**config.mk**
```make
export PLATFORM = sky130hd
export DESIGN_NAME = deshifrator_accum
export DESIGN_NICKNAME = d
export VERILOG_FILES = /design/src/rtl/deshifrator_pkg.sv /design/src/rtl/deshifrator.sv /design/src/rtl/deshifrator_accum.sv
export SDC_FILE = /design/constraint.sdc
export NUM_CORES = 1
export LEC_CHECK = 0
export ABC_AREA = 1
export CORE_ASPECT_RATIO = 0.8
export CORE_UTILIZATION = 35
export CTS_CLUSTER_SIZE = 24
export DETAILED_ROUTE_END_ITERATION = 7
export RECOVER_POWER = 25
export SLEW_MARGIN = 20
export SYNTH_ARGS = -nofsm -noshare
export SYNTH_HDL_FRONTEND = slang
export SYNTH_SLANG_ARGS = --single-unit
```
**constraint.sdc**
```tcl
create_clock -name clk -period 1.6 [get_ports clk]
set_input_delay 0.4 -clock clk [delete_from_list [all_inputs] [get_ports clk]]
set_output_delay 0.4 -clock clk [all_outputs]
set_load 0.05 [all_outputs]
```
**src/rtl/deshifrator_pkg.sv**
```systemverilog
// Shared definitions for the position-decode accumulator: FSM states and default vector width.
package deshifrator_pkg;

    localparam int unsigned DEF_DATA_W = 8;

    typedef enum logic {
        ACCUM = 1'b0,
        HOLD  = 1'b1
    } state_t;

endpackage

```
**src/rtl/deshifrator.sv**
```systemverilog
// Combinational decoder: position code to one-hot vector, all-zero when the code is out of range.
module deshifrator
    import deshifrator_pkg::*;
#(
    parameter int unsigned DATA_W = DEF_DATA_W,
    parameter int unsigned POS_W  = $clog2(DATA_W)
) (
    input  logic [POS_W-1:0]  pos,
    output logic [DATA_W-1:0] onehot_c,
    output logic              in_range_c
);

    always_comb begin
        onehot_c   = '0;
        in_range_c = 1'b0;
        // Codes past DATA_W only exist for non-power-of-two widths.
        if (32'(pos) < DATA_W) begin
            in_range_c    = 1'b1;
            onehot_c[pos] = 1'b1;
        end
    end

endmodule

```
**src/rtl/deshifrator_accum.sv**
```systemverilog
// Accumulates one-hot decodes of position beats into a vector per frame and presents the
// result with a distinct-bit count and a duplicate/out-of-range error flag.
module deshifrator_accum
    import deshifrator_pkg::*;
#(
    parameter int unsigned DATA_W = DEF_DATA_W,
    parameter int unsigned POS_W  = $clog2(DATA_W)
) (
    input  logic              clk,
    input  logic              rst_n,
    input  logic              in_valid,
    output logic              in_ready,
    input  logic [POS_W-1:0]  in_pos,
    input  logic              in_last,
    output logic              out_valid,
    input  logic              out_ready,
    output logic [DATA_W-1:0] out_data,
    output logic [POS_W:0]    out_count,
    output logic              out_err
);

    state_t            state;
    logic [DATA_W-1:0] mask;
    logic [POS_W:0]    count;
    logic              err;

    logic [DATA_W-1:0] dec;
    logic              in_range;
    logic              dup;
    logic [DATA_W-1:0] mask_nx;
    logic [POS_W:0]    count_nx;
    logic              err_nx;

    deshifrator #(
        .DATA_W (DATA_W),
        .POS_W  (POS_W)
    ) u_dec (
        .pos        (in_pos),
        .onehot_c   (dec),
        .in_range_c (in_range)
    );

    // Frame state as it would be after absorbing the current beat.
    always_comb begin
        dup      = |(mask & dec);
        mask_nx  = mask | dec;
        count_nx = count + (POS_W+1)'(in_range && !dup);
        err_nx   = err | dup | !in_range;
    end

    always_ff @(posedge clk or negedge rst_n) begin
        if (!rst_n) begin
            state     <= ACCUM;
            in_ready  <= 1'b1;
            out_valid <= 1'b0;
            mask      <= '0;
            count     <= '0;
            err       <= 1'b0;
            out_data  <= '0;
            out_count <= '0;
            out_err   <= 1'b0;
        end else begin
            case (state)
                ACCUM: begin
                    if (in_valid) begin
                        if (in_last) begin
                            out_data  <= mask_nx;
                            out_count <= count_nx;
                            out_err   <= err_nx;
                            mask      <= '0;
                            count     <= '0;
                            err       <= 1'b0;
                            state     <= HOLD;
                            in_ready  <= 1'b0;
                            out_valid <= 1'b1;
                        end else begin
                            mask  <= mask_nx;
                            count <= count_nx;
                            err   <= err_nx;
                        end
                    end
                end
                HOLD: begin
                    // Result registers stay untouched until the next frame closes.
                    if (out_ready) begin
                        state     <= ACCUM;
                        in_ready  <= 1'b1;
                        out_valid <= 1'b0;
                    end
                end
            endcase
        end
    end

endmodule
```
==> impl_metrics.tcl, run 1 <==
set metrics [dict create \
    post-place-ws_ns -0.6561 \
    finalSetupTns_ns 0 \
    clock_latency_ns 0.28 \
    power.leakage_nw 1.013 \
    synth-seq-area-share_pct 51.23 \
    yosysTopAreaCellShare_pct 49.38 \
    grt_setup_unrepaired "true" \
    dp.cells 237 \
    vdd_drop_max_v 0.0005164 \
    clk_pin_slew_ns 0.06 \
    drtIter0Drc 61 \
    synth.distinct_cells 25 \
    synthTopCellsByArea "dfrtp_1 (49%), nand2_1 (8.2%), buf_6 (4.0%)" \
    yosys_warnings 0 \
    powerDensity_nw_per_um2 1193 \
    slew_viol_final 0 \
    clock_sinks 29 \
    drt_pass1_iterations 4 \
    cts_buffers 5 \
    met3_usage_pct 4.281 \
    finish.utilization_pct 55.29 \
    grt_max_degree 30 \
    grt_pass1_vias 1160 \
    top_usage_layer "met2" \
    avgViaCountPerCell 4.740 \
    final_area_um2 2117 \
    coreArea_um2 3829 \
    syn_area_um2 1419 \
    p_clk_share_pct 24.5 \
    internal_power_mw 1.642 \
    htreeDepth 2 \
    std_cell_rows 20 \
    critPathLaunchType "input pin" \
    grt_first_pass_wirelength_mm 5.237 \
    vias 1204 \
    layout_common_cells "nand2_1 (30), dfrtp_1 (28), buf_4 (23), buf_12 (15), inv_1 (12)" \
    drive_above_1_share_pct 41.71 \
    drc 0 \
    worstMarginPinSlew_ns 0.7135 \
    grt_overflow 0 \
    ys_ff_latch 29 \
    p_switching_uw 884.5 \
    crit_type "in -> reg" \
    fin_cells 254 \
    pwr-share-comb_pct 37.6 \
    finClkSkew_ns 0.005337 \
    routedWlPerCell_um 12.04 \
    fillers 323 \
    syn_nets 158 \
    clockBufferDepth 2 \
    fin_crit_ns 1.503 \
    detailed_place_hpwl_mm 2.159 \
    antenna_found_initial 0 \
    dpl_cell_area_um2 1959 \
    seqPwrFrac_pct 37.9 \
    dieHeight_um 58.95 \
    ant_nets 0 \
    dieArea_um2 4314 \
    start_util_pct 37.06 \
    synthCells 148 \
    tritoncts "yes" \
    holdCritPathClass "reg -> reg" \
    grtUsageMet1_pct 22.37 \
    finalWeightedCongestion 0.8874 \
    drt_wl_total_mm 3.057 \
    area_growth_pct 49.21 \
    maxCapViolations 0 \
    power_mw 2.526 \
    cts_root_buffer "clkbuf_8" \
    grt_usage_pct 16.80 \
    final_common_cell "nand2_1" \
    status "completed" \
    clock.fmax_mhz 665.4 \
    synth_top_area_cell "dfrtp_1" \
    setup_violations 0 \
    critPathRequiredTime_ns 1.78 \
    diodes 0 \
    grt.met2_usage_pct 24.87 \
    arrival_ns 1.68 \
    setup_ws_ns 0.09709 \
    swShare_pct 35.01 \
    syn_avg_cell_area_um2 9.587 \
    worstPathMaxFanout 5 \
    final_nets 208 \
    pin_count 23 \
    end_kind "register" \
    max-slew-margin-rel_pct 52.43 \
    hold_viol_final 0 \
    portBuffers 22 \
    finalCritPeriodShare_pct 93.93 \
    die_w_um 73.19 \
    timing.hold.ws_ns 0.4837 \
]
-- path summary, 6_finish.rpt --
kind / startpoint / cells after the start / end / slack [ns]
worst max-delay path: in_pos[2] / 13 / count[2]$_DFFE_PN0P_ / 0.1
worst min-delay path: in_ready$_DFFE_PN1P_ / 2 / in_ready$_DFFE_PN1P_ / 0.48
worst max register to register: mask[7]$_DFFE_PN0P_ / 10 / count[2]$_DFFE_PN0P_ / 0.11
worst min register to register: in_ready$_DFFE_PN1P_ / 2 / in_ready$_DFFE_PN1P_ / 0.48
max in group asynchronous: rst_n / 2 / out_data[5]$_DFFE_PN0P_ / 0.44
min in group asynchronous: rst_n / 2 / out_data[2]$_DFFE_PN0P_ / 0.69
-- area by class of cell --
type | instances | area, µm² | area share, %
Inverter | 19 | 81.33 | 3.842
Tap cell | 55 | 68.82 | 3.251
Multi-Input combinational cell | 94 | 589.3 | 27.84
Timing Repair Buffer | 49 | 560.5 | 26.48
Sequential cell | 29 | 726.9 | 34.34
Clock buffer | 8 | 90.09 | 4.255
-- worst max-delay path, stage by stage --
cell     delay [ns]
buf_2          0.11
buf_6          0.13
nor2_4         0.11
nand3_2        0.08
nand2_2        0.08
nor2_2         0.05
nand2_1        0.07
inv_2          0.04
ha_4           0.16
ha_4           0.16
xor2_2         0.17
nand3_1        0.07
nand2_1        0.05
-- cells in the mapped netlist --
library cell / count
buf_6: 5
ha_1: 2
a211oi_2: 1
o21ai_0: 8
o21ai_1: 5
inv_6: 1
o21ai_2: 6
inv_4: 1
dfrtp_1: 28
nand3_2: 3
buf_8: 1
xor2_1: 2
a21oi_1: 6
nand2_1: 31
nand4_1: 6
nor2_8: 1
inv_2: 4
nand2_4: 1
dfstp_2: 1
nand3_1: 7
nor2_1: 4
inv_1: 13
a31oi_1: 5
nor2_4: 1
nor2_2: 5
-- per-layer routing --
layer / vias up / routed length (µm) / part of all wire, %
met5: - / 0 / 0
met4: 0 / 77 / 2.5
met3: 9 / 133 / 4.4
met2: 39 / 1453 / 48
met1: 571 / 1393 / 46
li1: 585 / - / -
-- power by group through the flow --
stage | Sequential, mW | Clock [mW] | Combinational [mW]
global placement | 0.965 | 0 | 0.929
detailed placement | 0.969 | 0 | 0.940
floorplan | 1.19 | 0 | 0.243
global route | 0.971 | 0.664 | 1.01
finish | 0.958 | 0.618 | 0.950
CTS | 0.960 | 0.630 | 0.959
-- flip-flops by register name, indices dropped and copies added, names as in the netlist --
| name | flops |
|---|---|
| mask | 8 |
| state | 1 |
| out_data | 8 |
| out_err | 1 |
| count | 4 |
| in_ready | 1 |
| out_count | 4 |
| err | 1 |
| out_valid | 1 |
-- cell families after synthesis --
kind of cell | count (synthesis) | share of synthesized area [%]
simple gates | 59 | 21.69
xor+xnor | 2 | 1.235
flops | 29 | 51.23
fa+ha+maj | 2 | 1.763
buf+inv | 25 | 10.58
compound gates | 31 | 13.49
-- repair_timing --
action,CTS,global route
buffers inserted,6,2
hold buffers,0,0
pin swaps,12,8
hold endpoints to repair,0,0
cloned,1,0
gates resized for setup,17,3
endpoints found under the setup margin,8,8
Power figures use the tool's default switching activity.
==> inputs of run 2 (changes only) <==
Settings changed: ABC_AREA 1 to default.
==> run 2 against run 1 <==
The run now ends with negative setup slack left. Critical path depth is 7 lower. Register-to-register slack worse by 0.28 ns. Sequential power is 16% higher. Die area is 7.7% lower. Critical path type is now reg -> reg. Largest power group is now combinational cells.
==> impl_metrics.tcl, run 2 <==
set metrics [dict create \
    ys_ff_latch 29 \
    critPathRequiredTime_ns 1.76 \
    finClkSkew_ns 0.003149 \
    timing.hold.ws_ns 0.4840 \
    crit_path_frequent_cell "ha_4" \
    htreeDepth 2 \
    max_stage_delay_ns 0.52 \
    worstPathMaxFanout 2 \
    final_common_cell "dfrtp_1" \
    clk_pin_slew_ns 0.06 \
    grt_pass1_vias 1063 \
    finish.utilization_pct 57.89 \
    clock.fmax_mhz 566.1 \
    setup_violations 5 \
    coreArea_um2 3495 \
    ys_top_cells_by_count "dfrtp_1 (28), nand2_1 (20), o21ai_0 (13)" \
    clock_sinks 29 \
    syn_area_um2 1306 \
    routedWlPerCell_um 12.79 \
    finalWeightedCongestion 0.8570 \
    worst-path-buf-inv 0 \
    arrival_ns 1.93 \
    critPathLaunchType "register" \
    grt_overflow 0 \
    violations "negative setup slack" \
    ant_nets 0 \
    layout_common_cells "dfrtp_1 (28), buf_4 (24), nand2_1 (20), buf_12 (16)" \
    syn_avg_cell_area_um2 10.21 \
    grt_first_pass_wirelength_mm 4.926 \
    drive_above_1_share_pct 34.66 \
    reg_top3 "mask (8), out_data (8)" \
    status "complete, but fails checks" \
    cts_buffers 5 \
    cp_slowest_cell "mux4_2" \
    std_cell_rows 19 \
    synth-async-reset-ratio_pct 100.0 \
    holdCritPathClass "reg -> reg" \
    powerDensity_nw_per_um2 1522 \
    antenna_found_initial 0 \
    yosysTopAreaCellShare_pct 53.64 \
    synthCells 128 \
    cts_root_buffer "clkbuf_8" \
    ys.flop_type "dfrtp_1" \
    cts_hold_buf 0 \
    crit_family "multiplexers" \
    yosys_warnings 0 \
    synth.distinct_cells 26 \
    diodes 0 \
    end_kind "register" \
    die_w_um 70.30 \
    avgViaCountPerCell 4.940 \
    worstMarginPinSlew_ns 0.7076 \
    fin_crit_ns 1.767 \
    synth-edff-count 0 \
    vias 1077 \
    pin_count 23 \
    regArea_um2 726.9 \
    synthTopCellsByArea "dfrtp_1 (54%), nand2_1 (5.7%), o21ai_0 (5.0%)" \
    final_nets 185 \
    yosysMostFrequentCell "dfrtp_1" \
    vdd_drop_max_v 0.0008631 \
    crit_chain "mux2i_1 > mux4_2 > ha_4 > ha_4 > nor2b_4 > o31a_1" \
    synth_top_area_cell "dfrtp_1" \
    hold_viol_final 0 \
    drtIter0Drc 31 \
    grt_max_degree 30 \
    syn_nets 138 \
    slew_viol_final 0 \
    start_util_pct 37.38 \
    detailed_place_hpwl_mm 2.075 \
    drc 0 \
    drt_wl_total_mm 2.789 \
    finalCritPeriodShare_pct 110.4 \
    synth-seq-area-share_pct 55.65 \
    clockBufferDepth 2 \
    dieArea_um2 3982 \
    dieHeight_um 56.64 \
    area_growth_pct 54.89 \
    grt_usage_pct 16.54 \
    crit_type "reg -> reg" \
    grt_setup_unrepaired "true" \
    max-slew-margin-rel_pct 52.83 \
    clock_latency_ns 0.28 \
    fillers 302 \
    tritoncts "yes" \
    maxCapViolations 0 \
    power.leakage_nw 0.9414 \
    portBuffers 22 \
    drt_pass1_iterations 4 \
    multi_input_area_um2 581.8 \
    setup_ws_ns -0.1665 \
]
-- run 2: changes by cell type after synthesis, sizes merged, moves of 3 or more --
cell | before | now
a21oi | 6 | 12
nand2 | 32 | 20
nor2b | 0 | 5
nand3 | 10 | 1
mux2i | 0 | 5
nand3b | 0 | 3
inv | 19 | 3
clkbuf | 0 | 4
o21ai | 19 | 13
nand4 | 6 | 0
-- run 2: worst paths after layout --
kind                                       from                        to  slack [ns]  cells past startpoint
min in group asynchronous                 rst_n  out_count[0]$_DFFE_PN0P_        0.70                      2
max in group asynchronous                 rst_n  out_count[3]$_DFFE_PN0P_        0.45                      2
hold / removal             in_ready$_DFFE_PN1P_      in_ready$_DFFE_PN1P_        0.48                      2
setup / recovery            mask[7]$_DFFE_PN0P_  out_count[2]$_DFFE_PN0P_       -0.17                      6
setup reg to reg            mask[7]$_DFFE_PN0P_  out_count[2]$_DFFE_PN0P_       -0.17                      6
hold reg to reg            in_ready$_DFFE_PN1P_      in_ready$_DFFE_PN1P_        0.48                      2
-- run 2: worst register-to-register path: stages, from the launching register on --
cell	delay (ns)
dfrtp_1	0.35
mux2i_1	0.07
mux4_2	0.52
ha_4	0.19
ha_4	0.15
nor2b_4	0.12
o31a_1	0.24
-- run 2: layout make-up --
cell class | instances | area share [%]
Multi-Input combinational cell | 88 | 28.76
Sequential cell | 29 | 35.93
Inverter | 3 | 0.5566
Timing Repair Buffer | 48 | 28.08
Clock buffer | 6 | 3.587
Tap cell | 42 | 2.597
Clock inverter | 2 | 0.4947
-- run 2: per-stage QoR --
step	setup slack, ns	power, mW	setup TNS, ns	cells	instance area [µm²]
after floorplan	-0.3400	1.769	-1.740	128	1348
after global placement	-0.9018	2.464	-9.240	207	1922
after detailed placement	-0.9735	2.492	-10.22	207	1922
after CTS	-0.1751	3.091	-0.6905	217	2017
after global routing	-0.2345	3.266	-1.014	218	2023
final	-0.1665	3.080	-0.5844	218	2023
-- run 2: repair_timing --
item | in CTS | in global routing
setup endpoints to repair | 10 | 7
endpoints found under the hold margin | 0 | 0
buffers inserted | 2 | 1
pin swaps | 1 | 2
gates resized for setup | 9 | 4
-- run 2: routing by layer --
metal	routed length [µm]	GRT usage, %	vias to the layer above	part of all wire [%]
met5	0	0	-	0
met2	1237	23.13	30	44
met4	65	9.429	0	2.3
li1	-	-	531	-
met3	149	5.386	7	5.3
met1	1337	22.39	509	48
-- run 2: cells by family after synthesis --
kind of cell | after synthesis | share of synthesized area [%]
buffers and inverters | 11 | 4.022
adder cells (fa/ha/maj) | 2 | 1.915
AND/OR/NAND/NOR | 43 | 15.42
flip-flops | 29 | 55.65
AO/OA/AOI/OAI | 34 | 15.04
XOR/XNOR | 1 | 0.6706
multiplexers | 8 | 7.280
-- run 2: power breakdown --
part / internal [mW] / switching (mW) / leakage [nW]
combinational: 0.713 / 0.689 / 0.528
sequential: 0.921 / 0.193 / 0.369
clock: 0.300 / 0.264 / 0.0450
total: 1.93 / 1.15 / 0.941
==> inputs of run 3 (changes only) <==
Clock period 1.6 ns to 1.9 ns, I/O delays scaled along.
==> run 3 against run 2 <==
Clock power shrank 17%. Worst hold slack lost 0.024 ns. The flow now finishes without violations. Critical endpoint unchanged. Highest routed layer unchanged. Final cell count shrank 6.4%. Largest cell class unchanged. Wire length shrank 6.5%.
==> impl_metrics.tcl, run 3 (synthesized netlist as in run 2, its figures left out) <==
set metrics [dict create \
    die_w_um 70.30 \
    ant_nets 0 \
    cp_num_cells 6 \
    clock.fmax_mhz 531.2 \
    final_area_um2 1730 \
    powerDensity_nw_per_um2 1287 \
    dp.cells 196 \
    portBuffers 22 \
    r2r_slack_ns 0.09 \
    fin_cells 204 \
    finalWeightedCongestion 0.8958 \
    max_stage_delay_ns 0.49 \
    power.leakage_nw 0.8076 \
    critPathLaunchType "input pin" \
    drt_pass1_iterations 4 \
    avgViaCountPerCell 4.892 \
    cp_slowest_cell "clkdlybuf4s50_1" \
    drtIter0Drc 48 \
    max-slew-margin-rel_pct 53.31 \
    multi_input_area_um2 569.3 \
    clock_sinks 29 \
    finish.utilization_pct 49.52 \
    startpoint "in_pos[2]" \
    final_common_cell "dfrtp_1" \
    detailed_place_hpwl_mm 1.914 \
    worstPathMaxFanout 2 \
    hold_viol_final 0 \
    diodes 0 \
    area_growth_pct 32.47 \
    clock_latency_ns 0.27 \
    grt_setup_unrepaired "true" \
    finClkSkew_ns 0.006352 \
    reg_top3 "mask (8), out_data (8)" \
    setup_violations 0 \
    routedWlPerCell_um 12.79 \
    crit_chain "clkdlybuf4s50_1 > mux4_2 > ha_4 > ha_4 > nor2b_4 > o31a_1" \
    finalCritPeriodShare_pct 99.07 \
    slew_viol_final 0 \
    coreArea_um2 3495 \
    power_mw 2.227 \
    drive_above_1_share_pct 27.16 \
    holdCritPathClass "reg -> reg" \
    vias 998 \
    cts_buffers 5 \
    clockBufferDepth 2 \
    crit_path_end "out_count[2]$_DFFE_PN0P_" \
    cts_root_buffer "clkbuf_8" \
    clk_pin_slew_ns 0.05 \
    drt_wl_total_mm 2.609 \
    arrival_ns 2.03 \
    worst-path-buf-inv 1 \
    regArea_um2 726.9 \
    fin_crit_ns 1.882 \
    crit_path_frequent_cell "ha_4" \
    final_nets 171 \
    layout_common_cells "dfrtp_1 (28), buf_4 (24), nand2_1 (20), o21ai_0 (12), a21oi_1 (10)" \
    drc 0 \
    dieArea_um2 3982 \
    dpl_cell_area_um2 1639 \
    status "completed" \
    cts_hold_buf 0 \
    worstMarginPinSlew_ns 0.7004 \
    pin_count 23 \
    grt_overflow 0 \
    reg2regPathDepth 6 \
    critPathRequiredTime_ns 2.05 \
    tritoncts "yes" \
    htreeDepth 2 \
    r2r-start "mask[7]$_DFFE_PN0P_" \
    crit_type "in -> reg" \
    crit_family "buffers and inverters" \
    maxCapViolations 0 \
    postCtsSetupBuffers 0 \
    start_util_pct 37.38 \
    grt_first_pass_wirelength_mm 4.512 \
    antenna_found_initial 0 \
    min-delay-start "in_ready$_DFFE_PN1P_" \
    grt_usage_pct 14.73 \
    r2r-end "out_count[2]$_DFFE_PN0P_" \
    std_cell_rows 19 \
    vdd_drop_max_v 0.0004091 \
    fillers 342 \
    grt_max_degree 30 \
    dieHeight_um 56.64 \
    grt_pass1_vias 979 \
    timing.hold.ws_ns 0.4599 \
    end_kind "register" \
]
[run 3: changes by cell type in the layout (fill, tap and decap cells not counted), sizes merged]
cell,change
buf,-14
dlygate4sd2,-1
clkinv,-2
clkdlybuf4s50,+1
clkbuf,+2
[run 3: power breakdown]
part / total, mW / internal, mW / switching [mW] / leakage (nW)
clock network: 0.466 / 0.259 / 0.206 / 0.0395
logic: 0.872 / 0.324 / 0.548 / 0.399
registers: 0.889 / 0.775 / 0.114 / 0.369
total: 2.23 / 1.36 / 0.868 / 0.808
[run 3: area by class of cell]
cell class              instances  share of cell area (%)
clock buffers                   8                   4.628
inverters                       3                  0.6508
multi-input cells              88                   32.90
flip-flops and latches         29                   42.01
well taps                      42                   3.037
repair buffers                 34                   16.78
[run 3: routing by layer]
layer,vias up,GRT usage [%],part of all wire (%)
met2,18,20.41,42
met1,464,21.13,52
met3,5,4.668,4.1
met5,-,0,0
met4,0,6.000,1.5
li1,511,-,-
[run 3: worst min path at each step]
stage          cells past startpoint                   end
2_1_floorplan                      0  count[0]$_DFFE_PN0P_
3_3_place_gp                       2  in_ready$_DFFE_PN1P_
3_5_place_dp                       2  in_ready$_DFFE_PN1P_
4_1_cts                            2  in_ready$_DFFE_PN1P_
5_1_grt                            2  in_ready$_DFFE_PN1P_
6_report                           2  in_ready$_DFFE_PN1P_
[run 3: worst reg2reg max path, cell delays in order, from the launching register on]
cell	delay (ns)
dfrtp_1	0.38
mux2i_1	0.08
mux4_2	0.53
ha_4	0.20
ha_4	0.15
nor2b_4	0.12
o31a_1	0.23
[run 3: through the flow]
stage / setup slack, ns / setup TNS [ns]
after floorplan: -0.1150 / -0.2867
after global placement: -0.5921 / -4.174
after detailed placement: -0.6200 / -4.432
after CTS: 0.001000 / 0
after global routing: -0.009815 / -0.009815
final: 0.01761 / 0
[run 3: repair_timing]
item | in CTS | in global routing
endpoints found under the setup margin | 8 | 2
resized for setup | 7 | 3
pin swaps | 2 | 2
